`src/rtl/prio_fifo_drain_if.sv`:
```
// Handshake bundle for prio_fifo_drain: upstream FIFO read side,
// shared timebase, downstream valid/ready side and drop reporting.
interface prio_fifo_drain_if #(
  parameter int DL_W = 10
);
  localparam int W = DL_W + 11;

  logic            fifo_empty;
  logic            fifo_re;
  logic [W-1:0]    fifo_dout;
  logic [DL_W-1:0] now_time;
  logic            out_valid;
  logic            out_ready;
  logic [10:0]     out_desc;
  logic [DL_W-1:0] out_deadline;
  logic            drop_pulse;
  logic [15:0]     drop_cnt;

  modport slave (
    input  fifo_empty,
    input  fifo_dout,
    input  now_time,
    input  out_ready,
    output fifo_re,
    output out_valid,
    output out_desc,
    output out_deadline,
    output drop_pulse,
    output drop_cnt
  );

  modport master (
    output fifo_empty,
    output fifo_dout,
    output now_time,
    output out_ready,
    input  fifo_re,
    input  out_valid,
    input  out_desc,
    input  out_deadline,
    input  drop_pulse,
    input  drop_cnt
  );
endinterface

```
`src/rtl/prio_fifo_drain.sv`:
```
// Drains a latency-RD_LAT priority FIFO into a 2-entry skid buffer.
// Define PRIO_DRAIN_DROP_EXPIRED_EN to discard expired words at capture.
module prio_fifo_drain #(
  parameter int RD_LAT = 1,
  parameter int DL_W   = 10
) (
  input logic             clk,
  input logic             rst,
  prio_fifo_drain_if.slave bus
);
  localparam int DESC_W = 11;
  localparam int W      = DL_W + DESC_W;

  logic [RD_LAT-1:0] tag_q;
  logic [RD_LAT-1:0] tag_d;
  logic [W-1:0]      ent0_q;
  logic [W-1:0]      ent0_d;
  logic [W-1:0]      ent1_q;
  logic [W-1:0]      ent1_d;
  logic [1:0]        cnt_q;
  logic [1:0]        cnt_d;

  logic       valid;
  logic       xfer;
  logic       cap;
  logic       drop;
  logic       push;
  logic       re;
  logic [2:0] infl;
  logic [2:0] load;

  assign valid = (cnt_q != 2'd0);
  assign xfer  = valid && bus.out_ready;
  assign cap   = tag_q[RD_LAT-1];

`ifdef PRIO_DRAIN_DROP_EXPIRED_EN
  logic [DL_W-1:0] age;
  logic            expired;
  logic            drop_pulse_q;
  logic            drop_pulse_d;
  logic [15:0]     drop_cnt_q;
  logic [15:0]     drop_cnt_d;

  // Age wraps with the timebase; the upper half of the range is "not yet due".
  assign age     = bus.now_time - bus.fifo_dout[W-1:DESC_W];
  assign expired = (age != '0) && !age[DL_W-1];
  assign drop    = cap && expired;

  always_comb begin
    drop_pulse_d = drop;
    drop_cnt_d   = drop_cnt_q;
    if (drop && (drop_cnt_q != 16'hFFFF)) begin
      drop_cnt_d = drop_cnt_q + 16'd1;
    end
  end

  always_ff @(posedge clk) begin
    if (rst) begin
      drop_pulse_q <= 1'b0;
      drop_cnt_q   <= 16'd0;
    end else begin
      drop_pulse_q <= drop_pulse_d;
      drop_cnt_q   <= drop_cnt_d;
    end
  end

  assign bus.drop_pulse = drop_pulse_q;
  assign bus.drop_cnt   = drop_cnt_q;
`else
  assign drop           = 1'b0;
  assign bus.drop_pulse = 1'b0;
  assign bus.drop_cnt   = 16'd0;
`endif

  assign push = cap && !drop;

  always_comb begin
    infl = 3'd0;
    for (int i = 0; i < RD_LAT; i++) begin
      infl = infl + 3'(tag_q[i]);
    end
  end

  // Credits: stored after this cycle's transfer plus reads still in flight.
  assign load = {1'b0, cnt_q} - {2'b0, xfer}
              + infl - {2'b0, drop};
  assign re   = !rst && !bus.fifo_empty && (load < 3'd2);

  always_comb begin
    tag_d    = '0;
    tag_d[0] = re;
    for (int i = 1; i < RD_LAT; i++) begin
      tag_d[i] = tag_q[i-1];
    end
  end

  always_comb begin
    ent0_d = ent0_q;
    ent1_d = ent1_q;
    cnt_d  = cnt_q;
    unique case ({xfer, push})
      2'b10: begin
        ent0_d = ent1_q;
        cnt_d  = cnt_q - 2'd1;
      end
      2'b01: begin
        if (cnt_q == 2'd0) begin
          ent0_d = bus.fifo_dout;
        end else begin
          ent1_d = bus.fifo_dout;
        end
        cnt_d = cnt_q + 2'd1;
      end
      2'b11: begin
        if (cnt_q == 2'd1) begin
          ent0_d = bus.fifo_dout;
        end else begin
          ent0_d = ent1_q;
          ent1_d = bus.fifo_dout;
        end
      end
      default: begin
      end
    endcase
  end

  always_ff @(posedge clk) begin
    if (rst) begin
      tag_q  <= '0;
      ent0_q <= '0;
      ent1_q <= '0;
      cnt_q  <= 2'd0;
    end else begin
      tag_q  <= tag_d;
      ent0_q <= ent0_d;
      ent1_q <= ent1_d;
      cnt_q  <= cnt_d;
    end
  end

  assign bus.fifo_re      = re;
  assign bus.out_valid    = valid;
  assign bus.out_desc     = ent0_q[DESC_W-1:0];
  assign bus.out_deadline = ent0_q[W-1:DESC_W];
endmodule

```
`src/flat_wrapper.sv`:
```
// flat-port wrapper written by rule: the top's interface ports become plain ports
module prio_fifo_drain_flat 
#(
  parameter int RD_LAT = 1,
  parameter int DL_W   = 10
)
  (clk, rst, bus_fifo_empty, bus_fifo_dout, bus_now_time, bus_out_ready, bus_fifo_re, bus_out_valid, bus_out_desc, bus_out_deadline, bus_drop_pulse, bus_drop_cnt);
  prio_fifo_drain_if #(.DL_W(DL_W)) bus_i ();
  input logic clk;
  input logic rst;
  input wire logic [$bits(bus_i.fifo_empty)-1:0] bus_fifo_empty;
  input wire logic [$bits(bus_i.fifo_dout)-1:0] bus_fifo_dout;
  input wire logic [$bits(bus_i.now_time)-1:0] bus_now_time;
  input wire logic [$bits(bus_i.out_ready)-1:0] bus_out_ready;
  output wire logic [$bits(bus_i.fifo_re)-1:0] bus_fifo_re;
  output wire logic [$bits(bus_i.out_valid)-1:0] bus_out_valid;
  output wire logic [$bits(bus_i.out_desc)-1:0] bus_out_desc;
  output wire logic [$bits(bus_i.out_deadline)-1:0] bus_out_deadline;
  output wire logic [$bits(bus_i.drop_pulse)-1:0] bus_drop_pulse;
  output wire logic [$bits(bus_i.drop_cnt)-1:0] bus_drop_cnt;
  assign bus_i.fifo_empty = bus_fifo_empty;
  assign bus_i.fifo_dout = bus_fifo_dout;
  assign bus_i.now_time = bus_now_time;
  assign bus_i.out_ready = bus_out_ready;
  assign bus_fifo_re = bus_i.fifo_re;
  assign bus_out_valid = bus_i.out_valid;
  assign bus_out_desc = bus_i.out_desc;
  assign bus_out_deadline = bus_i.out_deadline;
  assign bus_drop_pulse = bus_i.drop_pulse;
  assign bus_drop_cnt = bus_i.drop_cnt;
  prio_fifo_drain #(.RD_LAT(RD_LAT), .DL_W(DL_W)) u_core (.clk(clk), .rst(rst), .bus(bus_i));
endmodule
```
`config.mk`:
```
export PLATFORM = sky130hd
export DESIGN_NAME = prio_fifo_drain_flat
export DESIGN_NICKNAME = d
export VERILOG_FILES = /design/src/rtl/prio_fifo_drain_if.sv /design/src/rtl/prio_fifo_drain.sv /design/src/flat_wrapper.sv
export SDC_FILE = /design/constraint.sdc
export NUM_CORES = 1
export LEC_CHECK = 0
export BUFFER_PORTS_ARGS = -buffer_cell sky130_fd_sc_hd__buf_2
export CAP_MARGIN = 20
export CORE_MARGIN = 2
export CORE_UTILIZATION = 52
export DETAILED_ROUTE_END_ITERATION = 10
export PLACE_DENSITY_LB_ADDON = 0.05
export SYNTH_ARGS = -nofsm -noshare
export SYNTH_HDL_FRONTEND = slang
export SYNTH_SLANG_ARGS = --single-unit
```
`constraint.sdc`:
```
create_clock -name clk -period 2.97 [get_ports clk]
set_clock_uncertainty 0.05 [all_clocks]
set_input_delay 0 -clock clk [delete_from_list [all_inputs] [get_ports clk]]
set_output_delay 0 -clock clk [all_outputs]
set_load 0.02 [all_outputs]
```
; ---- Word-level counts from Yosys, hierarchy flattened
; Cells that the tools add are included.
[totals]
ff_bits = 45
inputBits = 35
[op_classes]
addsub = 4
order_cmp = 1
n_eq_ne = 7
mux = 7
n_reduce_logical = 12
[op_table]
columns = operator, n
row1 = two-way mux 21 bit, 4
row2 = case mux 21 bit (3 select lines), 1
row3 = case mux 21 bit (2 select lines), 1
row4 = nonzero test 2 bit, 3
row5 = == test 2 x 1 -> 1 bit (second input constant), 2
row6 = == test 2 bit (second input constant), 2
row7 = inequality test 2 bit (second input constant), 2
row8 = case mux 2 bit (2 select lines), 1
row9 = adder 3 x 1 -> 3 bit, 1
row10 = logical AND 1 bit, 3
row11 = less-than comparator 3 x 2 -> 1 bit (second input constant), 1
row12 = AND reduction 3 bit, 1
row13 = nonzero test 3 bit, 1
row14 = subtractor 2 x 1 -> 3 bit, 1
row15 = adder 2 x 1 -> 2 bit (second input constant), 1
row16 = logical NOT 1 bit, 2
row17 = logical NOT 2 bit, 1
row18 = inequality test 2 x 1 -> 1 bit (second input constant), 1
row19 = AND reduction 2 bit, 1
row20 = subtractor 2 x 1 -> 2 bit (second input constant), 1

; ---- Logic depth before layout (Yosys ltp)
; Gate-level depths: netlist of the first run.
[depth]
ltp_word = 6
depth_mapped = 8
ltp_nobuf = 8

; ---- Worst setup path before layout of the first run
; OpenSTA, ideal clock, no wires.
[synth_timing]
path_kind = register -> output
startpoint = register u_core.cnt_q[1]
endpoint = output bus_fifo_re
t_arrival_ns = 2.512
setup_slack_ns = 0.408
stages_incl_launch_ff = 9
path_buffers = 0
path_cell_list = dfxtp_1 -> inv_1 -> ha_1 -> or2b_1 -> nor2_1 -> o21ai_0 -> fa_1 -> xor2_1 -> nor4b_1
[synth_via]
elab_chain_len = 6
[synth_rtl]
columns = item, line
row1 = start: declaration, prio_fifo_drain.sv:20  ; logic [1:0] cnt_q;
row2 = start signal: assignment, prio_fifo_drain.sv:137  ; cnt_q <= cnt_d;
row3 = nonzero test 2 bit, prio_fifo_drain.sv:32  ; assign valid = (cnt_q != 2'd0);
row4 = logical AND 1 bit, prio_fifo_drain.sv:33  ; assign xfer = valid && bus.out_ready;
row5 = subtractor 2 x 1 -> 3 bit (*), prio_fifo_drain.sv:85  ; assign load = {1'b0, cnt_q} - {2'b0, xfer}
row6 = adder 3 x 1 -> 3 bit (*), prio_fifo_drain.sv:86  ; + infl - {2'b0, drop};
row7 = less-than comparator 3 x 2 -> 1 bit (*), prio_fifo_drain.sv:87  ; assign re = !rst && !bus.fifo_empty && (load < 3'd2);
row8 = logical AND 1 bit (*), prio_fifo_drain.sv:87
row9 = end: declaration, flat_wrapper.sv:15  ; output wire logic [$bits(bus_i.fifo_re)-1:0] bus_fifo_re;
; Every way passes the cells marked *; elsewhere a longest branch is shown, timed or not.

; ---- Worst setup path after layout of the first run
[layout_timing]
startpoint = register u_core.cnt_q[0]
endpoint = output bus_fifo_re
; The elaborated chain is that of the path after synthesis.

==> results of run 1 <==
==> cell usage in the layout (no fill, tap or decap), drive strengths merged, types with 2 or more instances in the layout <==
cell / instances
nor2: 24
mux2i: 22
nor4b: 2
ha: 3
clkbuf: 7
a21oi: 2
a311oi: 22
buf: 55
and2: 21
conb: 17
xor2: 2
o211ai: 21
a31oi: 21
inv: 4
nand2b: 42
dfxtp: 45
dlygate4sd3: 22
==> sequential cells by signal (all words and copies together) (netlist names) <==
register and flops:
u_core.cnt_q 2, u_core.ent1_q 21, u_core.cap 1, u_core.ent0_q 21
==> synthesized netlist by cell type <==
| cell type | count | area [um^2] |
|---|---|---|
| buf_2 | 9 | 45.0 |
| a31oi_1 | 21 | 131 |
| o211ai_1 | 21 | 158 |
| a311oi_2 | 1 | 15.0 |
| buf_4 | 19 | 143 |
| conb_1 | 1 | 3.75 |
| a311oi_1 | 21 | 184 |
| a21oi_1 | 1 | 5.00 |
| ha_1 | 3 | 37.5 |
| xnor2_1 | 1 | 8.76 |
| mux2i_1 | 22 | 220 |
| o21ai_0 | 1 | 5.00 |
| clkbuf_1 | 12 | 45.0 |
| nand4b_1 | 1 | 8.76 |
| fa_1 | 1 | 20.0 |
| nor4b_1 | 2 | 17.5 |
| a21oi_2 | 1 | 8.76 |
| buf_6 | 2 | 22.5 |
| inv_1 | 4 | 15.0 |
| mux2_4 | 1 | 15.0 |
| and2b_2 | 1 | 8.76 |
| or2b_1 | 1 | 7.51 |
| xor2_1 | 2 | 17.5 |
| and2_1 | 21 | 131 |
| and3b_2 | 1 | 10.0 |
| nand2b_1 | 42 | 263 |
| nor2_1 | 24 | 90.1 |
| dfxtp_1 | 45 | 901 |
==> through the flow <==
step                instances  total power [W]
detailed placement        378          0.00210
global placement          378          0.00208
finish                    407          0.00249
global route              407          0.00268
CTS                       407          0.00251
floorplan                 298          0.00178
==> per-layer routing <==
metal,share of wire [%],track usage [%]
met1,47,29.9
met2,47,36.7
met3,4.5,4.25
met4,1.1,6.06
met5,0,0
==> worst min-delay path: stages <==
cell	delay, ns
buf_2	0.16
a311oi_4	0.18
mux2i_1	0.12
==> power by group <==
| part | switching, W | internal, W |
|---|---|---|
| logic | 0.000737 | 0.000469 |
| clock network | 0.000202 | 0.000185 |
| registers | 0.000107 | 0.000789 |
| total | 0.00105 | 0.00144 |
==> worst min-delay path by stage <==
stage	start	to	depth (start not counted)
after floorplan	bus_fifo_empty	u_core.cap$_SDFF_PP0_	1
final	bus_out_ready	u_core.ent1_q[6]$_SDFFE_PP0P_	3
after detailed placement	bus_fifo_empty	u_core.cap$_SDFF_PP0_	2
after global routing	bus_out_ready	u_core.ent1_q[6]$_SDFFE_PP0P_	3
after global placement	bus_fifo_empty	u_core.cap$_SDFF_PP0_	2
after CTS	bus_out_ready	u_core.ent1_q[3]$_SDFFE_PP0P_	3
==> cell type report <==
type	count	area (um^2)	area share, %
timing repair buffer	77	515	17.0
inverter	4	15.0	0.494
tap	67	83.8	2.76
multi-input combinational	207	1440	47.3
clock buffer	7	86.3	2.84
sequential	45	902	29.7
==> cell families (layout without fill, tap and decap cells) <==
| group | Yosys count | in the layout | synth area share (%) |
|---|---|---|---|
| simple gates | 93 | 93 | 21.2 |
| compound gates | 67 | 67 | 20.0 |
| buf+inv | 46 | 88 | 10.7 |
| flops | 45 | 45 | 35.5 |
| mux | 23 | 23 | 9.27 |
| fa+ha+maj | 4 | 4 | 2.27 |
| xor+xnor | 3 | 3 | 1.04 |
| other cells | 1 | 17 | 0.148 |
==> repair_timing <==
item	4_1_cts	5_1_grt
resized for setup	0	1
buffers inserted	0	0
setup endpoints to repair	0	1
endpoints found under the hold margin	23	0
hold buffers	22	0
==> metrics.md, run 1 <==
| Metric | Value |
|---|---|
| Status | finished, final reports clean |
| Root Buffer | clkbuf_8 |
| Synth Area per Inst | 9.00 um^2 |
| CTS tree | done |
| Critical path startpoint category | flop |
| First-pass GRT wire length | 9490 um |
| Worst reg-to-reg setup slack | 0.40 ns |
| Delay of the slowest critical-path stage | around 0.40 ns |
| CP required | 2.92 ns |
| Clock sinks | 45 |
| Routability cong. | 0.720 |
| Pwr dens | between 800 and 900 nW/um^2 |
| Post-route cell area | slightly above 3000 um^2 |
| Min Hold Slack | 0.162 ns |
| Area grow syn2layout | 19.8% |
| Largest net degree at the start of global routing | 68 |
| Tmin final | 2.75 ns |
| Layout Nets | 379 |
| Layout Utilization | 64.4% |
| Share of layout cells above drive strength 1 | between 15 and 20% |
| Pre-CTS setup slack | 0.365 ns |
| Final antenna-violating net count | 0 |
| Post-synth cell types | 28 |
| Worst skew pair latency | 0.30 ns |
| Reg2reg start | u_core.cnt_q[0]$_SDFFE_PP0P_ |
| Total GRT Usage | 22.3% |
| Hold Path Class | primary input to flop |
| Yosys warning total | 0 |
| Synthesized flop and latch total | 45 |
| Post-Synthesis Cells | about 280 |
| TritonCTS Buffers | 5 |
| Endpoints failing hold | 0 |
| R2R depth | 8 |
| Die Width | 73.9 um |
| RSZ-0062 raised after global routing | false |
| Iteration-0 DRC Markers | 127 |
| Clock buffer depth | 2 |
| Initial antenna violation count | 0 |
| Mapped cell area | 2540 um^2 |
| Max Slew Vio Count | 0 |
| Die Area | around 5500 um^2 |
| Worst-Margin Slew | roughly 0.97 ns |
| Core footprint | 4720 um^2 |
| Worst VDD drop | 0.609 mV |
| Vias per inst | between 5 and 6 |
| Crit-path leading delay family | simple AND/OR/NAND/NOR gates |
| Final worst setup slack | 0.218 ns |
| IO Pins | 75 |
| Clk pin slew, worst setup/hold paths | 0.08 ns |
| Post-synthesis sequential area ratio | between 30 and 40% |
| CP max stage cell | dfxtp_1 |
| Number of global-route vias before repair | 2023 |
| Fin crit share | between 90% and 100% |
| Gr ovfl total | 0 |
| Worst setup startpoint | u_core.cnt_q[0]$_SDFFE_PP0P_ |
| WL/cell | between 10 and 15 um |
| Area after DPL | 2730 um^2 |
| Final setup TNS | 0 ns |
| Worst path buffer plus inverter count | 2 |
| Pre-antenna DRT Iters | 4 |
| Final setup fails | 0 |
| Total Routed Length | 5740 um |
| Max_slew headroom | about 36% |
| Crit Path Category | flop to output pin |
| End point of the critical path | bus_fifo_re |
| Crit Path Max Fanout | 7 |
| PortBufs | 47 |
| Die height | 73.9 um |
| Starting Density | 53.7% |
| HPWL after DPL | 3520 um |
| Cell Rows | 25 |
| Crit path cell chain | inv_1, ha_1, or2b_1, nor2_1, o21ai_0, fa_1, xor2_1, nor4b_1, buf_2 |
| Remaining routing DRC violations | 0 |
| # diodes | 0 |
| Peak Freq | 363 MHz |
| Filler Cells Inserted | just over 400 |
| R2R Path End | u_core.ent1_q[15]$_SDFFE_PP0P_ |
| Max-Cap Viols | 0 |
| Levels on crit path | 9 |
| Via Count | between 2000 and 2500 |
| Endpoint class of the critical path | output pin |
| CTS H-tree lvls | 2 |
| Data arrival, critical path | around 2.7 ns |
| Pleak | 1.17 nW |
Power figures use the tool's default switching activity.
==> inputs of run 2 (changes only) <==
--- a/config.mk
+++ b/config.mk
@@ -6,9 +6,10 @@
 export NUM_CORES = 1
 export LEC_CHECK = 0
 export BUFFER_PORTS_ARGS = -buffer_cell sky130_fd_sc_hd__buf_2
-export CAP_MARGIN = 20
+export CELL_PAD_IN_SITES_DETAIL_PLACEMENT = 0
+export CELL_PAD_IN_SITES_GLOBAL_PLACEMENT = 1
 export CORE_MARGIN = 2
-export CORE_UTILIZATION = 52
+export CORE_UTILIZATION = 38
 export DETAILED_ROUTE_END_ITERATION = 10
 export PLACE_DENSITY_LB_ADDON = 0.05
 export SYNTH_ARGS = -nofsm -noshare
==> run 2 against run 1 <==
Register-to-register slack gained 0.11 ns. Design area grew 0.12%. Largest cell class unchanged. Critical endpoint unchanged. First-iteration DRC count grew 9.4%. Worst setup slack gained 0.021 ns. Utilization shrank 17 points. Clock-buffer cell count shrank 2. Hold slack gained 0.12 ns. Global-route usage shrank 5.6 points.
==> metrics.md, run 2 (synthesis gave the netlist of run 1 again) <==
| Metric | Value |
|---|---|
| Status | finished, final reports clean |
| Total Routed Length | 5890 um (+2.7%) |
| R2R Path End | u_core.ent0_q[11]$_SDFFE_PP0P_ |
| Pwr dens | 806 nW/um^2 (-1.5%) |
| Remaining routing DRC violations | 0 (unchanged) |
| Cell Rows | 29 (+16%) |
| Final setup TNS | 0 ns (unchanged) |
| Final worst setup slack | 0.239 ns (+0.0211 ns) |
| Root Buffer | clkbuf_8 |
| Total GRT Usage | 16.7% (-5.6 points) |
| Initial antenna violation count | 0 (unchanged) |
| CTS H-tree lvls | 2 (unchanged) |
| Die height | 85.7 um (+16%) |
| CP required | 2.92 ns (about the same) |
| Hold path endpoint | u_core.ent1_q[5]$_SDFFE_PP0P_ |
| Met1 Resource Use GR | 22.3% (-7.6 points) |
| # diodes | 0 (unchanged) |
| Reg2reg start | u_core.cnt_q[1]$_SDFFE_PP0P_ |
| Final Power | 0.00245 W (-1.4%) |
| Pre-CTS setup slack | 0.482 ns (+0.117 ns) |
| Routability cong. | 0.669 (-7.1%) |
| Pleak | 1.16 nW (-0.54%) |
| Layout Nets | 378 (-0.26%) |
| First-pass GRT wire length | 9920 um (+4.5%) |
| Tmin final | 2.73 ns (-0.0211 ns) |
| Max_slew headroom | 36.2% (+0.66 points) |
| Pre-antenna DRT Iters | 4 (unchanged) |
| Worst-Margin Slew | 0.957 ns (-0.00991 ns) |
| Die Area | 7350 um^2 (+35%) |
| Worst Hold Depth | 4 (+1) |
| Met3 Resource Use GR | 2.60% (-1.7 points) |
| Die Width | 85.7 um (+16%) |
| HPWL after DPL | 3660 um (+4.1%) |
| Share of layout cells above drive strength 1 | 19.7% (unchanged) |
| Post-CTS Setup Bufs | 0 (unchanged) |
| Worst VDD drop | 0.725 mV (+19%) |
| Hold Path Class | primary input to flop |
| IO Pins | 75 (unchanged) |
| Data arrival, critical path | 2.68 ns (-0.02 ns) |
| GRT busiest layer | met2 |
| Worst setup startpoint | u_core.cnt_q[1]$_SDFFE_PP0P_ |
| Most frequent cells in the layout | buf_2, dfxtp_1, nand2b_1, nor2_1 |
| Max Slew Vio Count | 0 (unchanged) |
| Number of global-route vias before repair | 2037 (+0.69%) |
| Clock buffer depth | 2 (unchanged) |
| RSZ-0062 raised after global routing | false |
| Starting Density | 39.7% (-14 points) |
| Gr ovfl total | 0 (unchanged) |
| Crit Path Category | flop to output pin |
| Most common cell after layout, fill and taps aside | buf_2 |
| Core footprint | 6390 um^2 (+35%) |
| R2R depth | 8 (unchanged) |
| Clk pin slew, worst setup/hold paths | 0.09 ns (about the same) |
| Multi-input gate area | 1440 um^2 (unchanged) |
| CTS tree | done |
| Worst hold start | bus_out_ready |
| Critical path startpoint category | flop |
| M2 GR Usage | 28.3% (-8.4 points) |
| PortBufs | 47 (unchanged) |
| Filler Cells Inserted | 661 (+59%) |
| Final antenna-violating net count | 0 (unchanged) |
| Crit Path Max Fanout | 7 (unchanged) |
| WL/cell | 14.1 um (+0.20%) |
| Max-Cap Viols | 0 (unchanged) |
| Largest net degree at the start of global routing | 68 (unchanged) |
| Worst skew pair latency | 0.29 ns (about the same) |
| Endpoint class of the critical path | output pin |
| Clock sinks | 45 (unchanged) |
| Iteration-0 DRC Markers | 139 (+9.4%) |
| Final setup fails | 0 (unchanged) |
| Vias per inst | 5.12 (-2.1%) |
| Area grow syn2layout | 20.0% |
| Endpoints failing hold | 0 (unchanged) |
| Biggest regs | u_core.ent0_q x21, u_core.ent1_q x21, u_core.cnt_q x2 |
| Storage element area | 901 um^2 (-0.14%) |
| Worst reg-to-reg setup slack | 0.51 ns (+0.11 ns) |
| Via Count | 2137 (+0.28%) |
| Fin crit share | 92.0% (-0.71 points) |
| TritonCTS Buffers | 5 (unchanged) |
| Peak Freq | 366 MHz (+0.77%) |
-- run 2: changes by cell type in the layout (fill, tap and decap cells not counted), sizes merged --
cell / previous run / this run
clkbuf: 7 / 5
clkinv: 0 / 2
clkinvlp: 0 / 1
buf: 55 / 54
-- run 2: worst max-delay path by stage --
| stage | endpoint | slack (ns) | cells past startpoint |
|---|---|---|---|
| after global placement | u_core.ent0_q[9]$_SDFFE_PP0P_ | 0.49 | 8 |
| after global routing | bus_fifo_re | 0.04 | 9 |
| after CTS | bus_fifo_re | 0.21 | 9 |
| after floorplan | bus_fifo_re | 0.41 | 8 |
| after detailed placement | u_core.ent0_q[5]$_SDFFE_PP0P_ | 0.48 | 8 |
| final | bus_fifo_re | 0.24 | 9 |
-- run 2: critical path, stage by stage (launching register included) --
cell and delay, ns:
dfxtp_1 0.42, inv_1 0.08, ha_1 0.29, or2b_1 0.27
nor2_1 0.17, o21ai_0 0.14, fa_1 0.39, xor2_1 0.16
nor4b_1 0.25, buf_2 0.22
-- run 2: power by group --
group	switching, W	internal (W)
sequential	0.000104	0.000787
clock	0.000213	0.000163
combinational	0.000729	0.000459
-- run 2: area by class of cell --
class / count / share of cell area, %
Tap cell: 77 / 3.16
Clock buffer: 5 / 2.26
Timing Repair Buffer: 76 / 16.7
Sequential cell: 45 / 29.6
Multi-Input combinational cell: 207 / 47.2
Clock inverter: 3 / 0.575
Inverter: 4 / 0.493
-- run 2: timing repair --
| action | 4_1_cts | 5_1_grt |
|---|---|---|
| hold buffers | 22 | 0 |
| resized for setup | 0 | 0 |
| endpoints found under the hold margin | 22 | 0 |
-- run 2: layer usage --
layer	wire [um]	part of all wire, %
met1	2770	47
met2	2900	49
met3	180	3.1
met4	51	0.87
met5	0	0
-- run 2: stage by stage --
| step | utilization [%] | instance area [um^2] | hold slack (ns) | std cells |
|---|---|---|---|---|
| floorplan | - | 2600 | 0.0293 | 298 |
| global placement | 42.9 | 2740 | 0.134 | 387 |
| detailed placement | 42.9 | 2740 | 0.139 | 387 |
| CTS | 47.7 | 3040 | 0.267 | 417 |
| global route | 47.7 | 3040 | 0.303 | 417 |
| finish | 47.7 | 3040 | 0.278 | 417 |
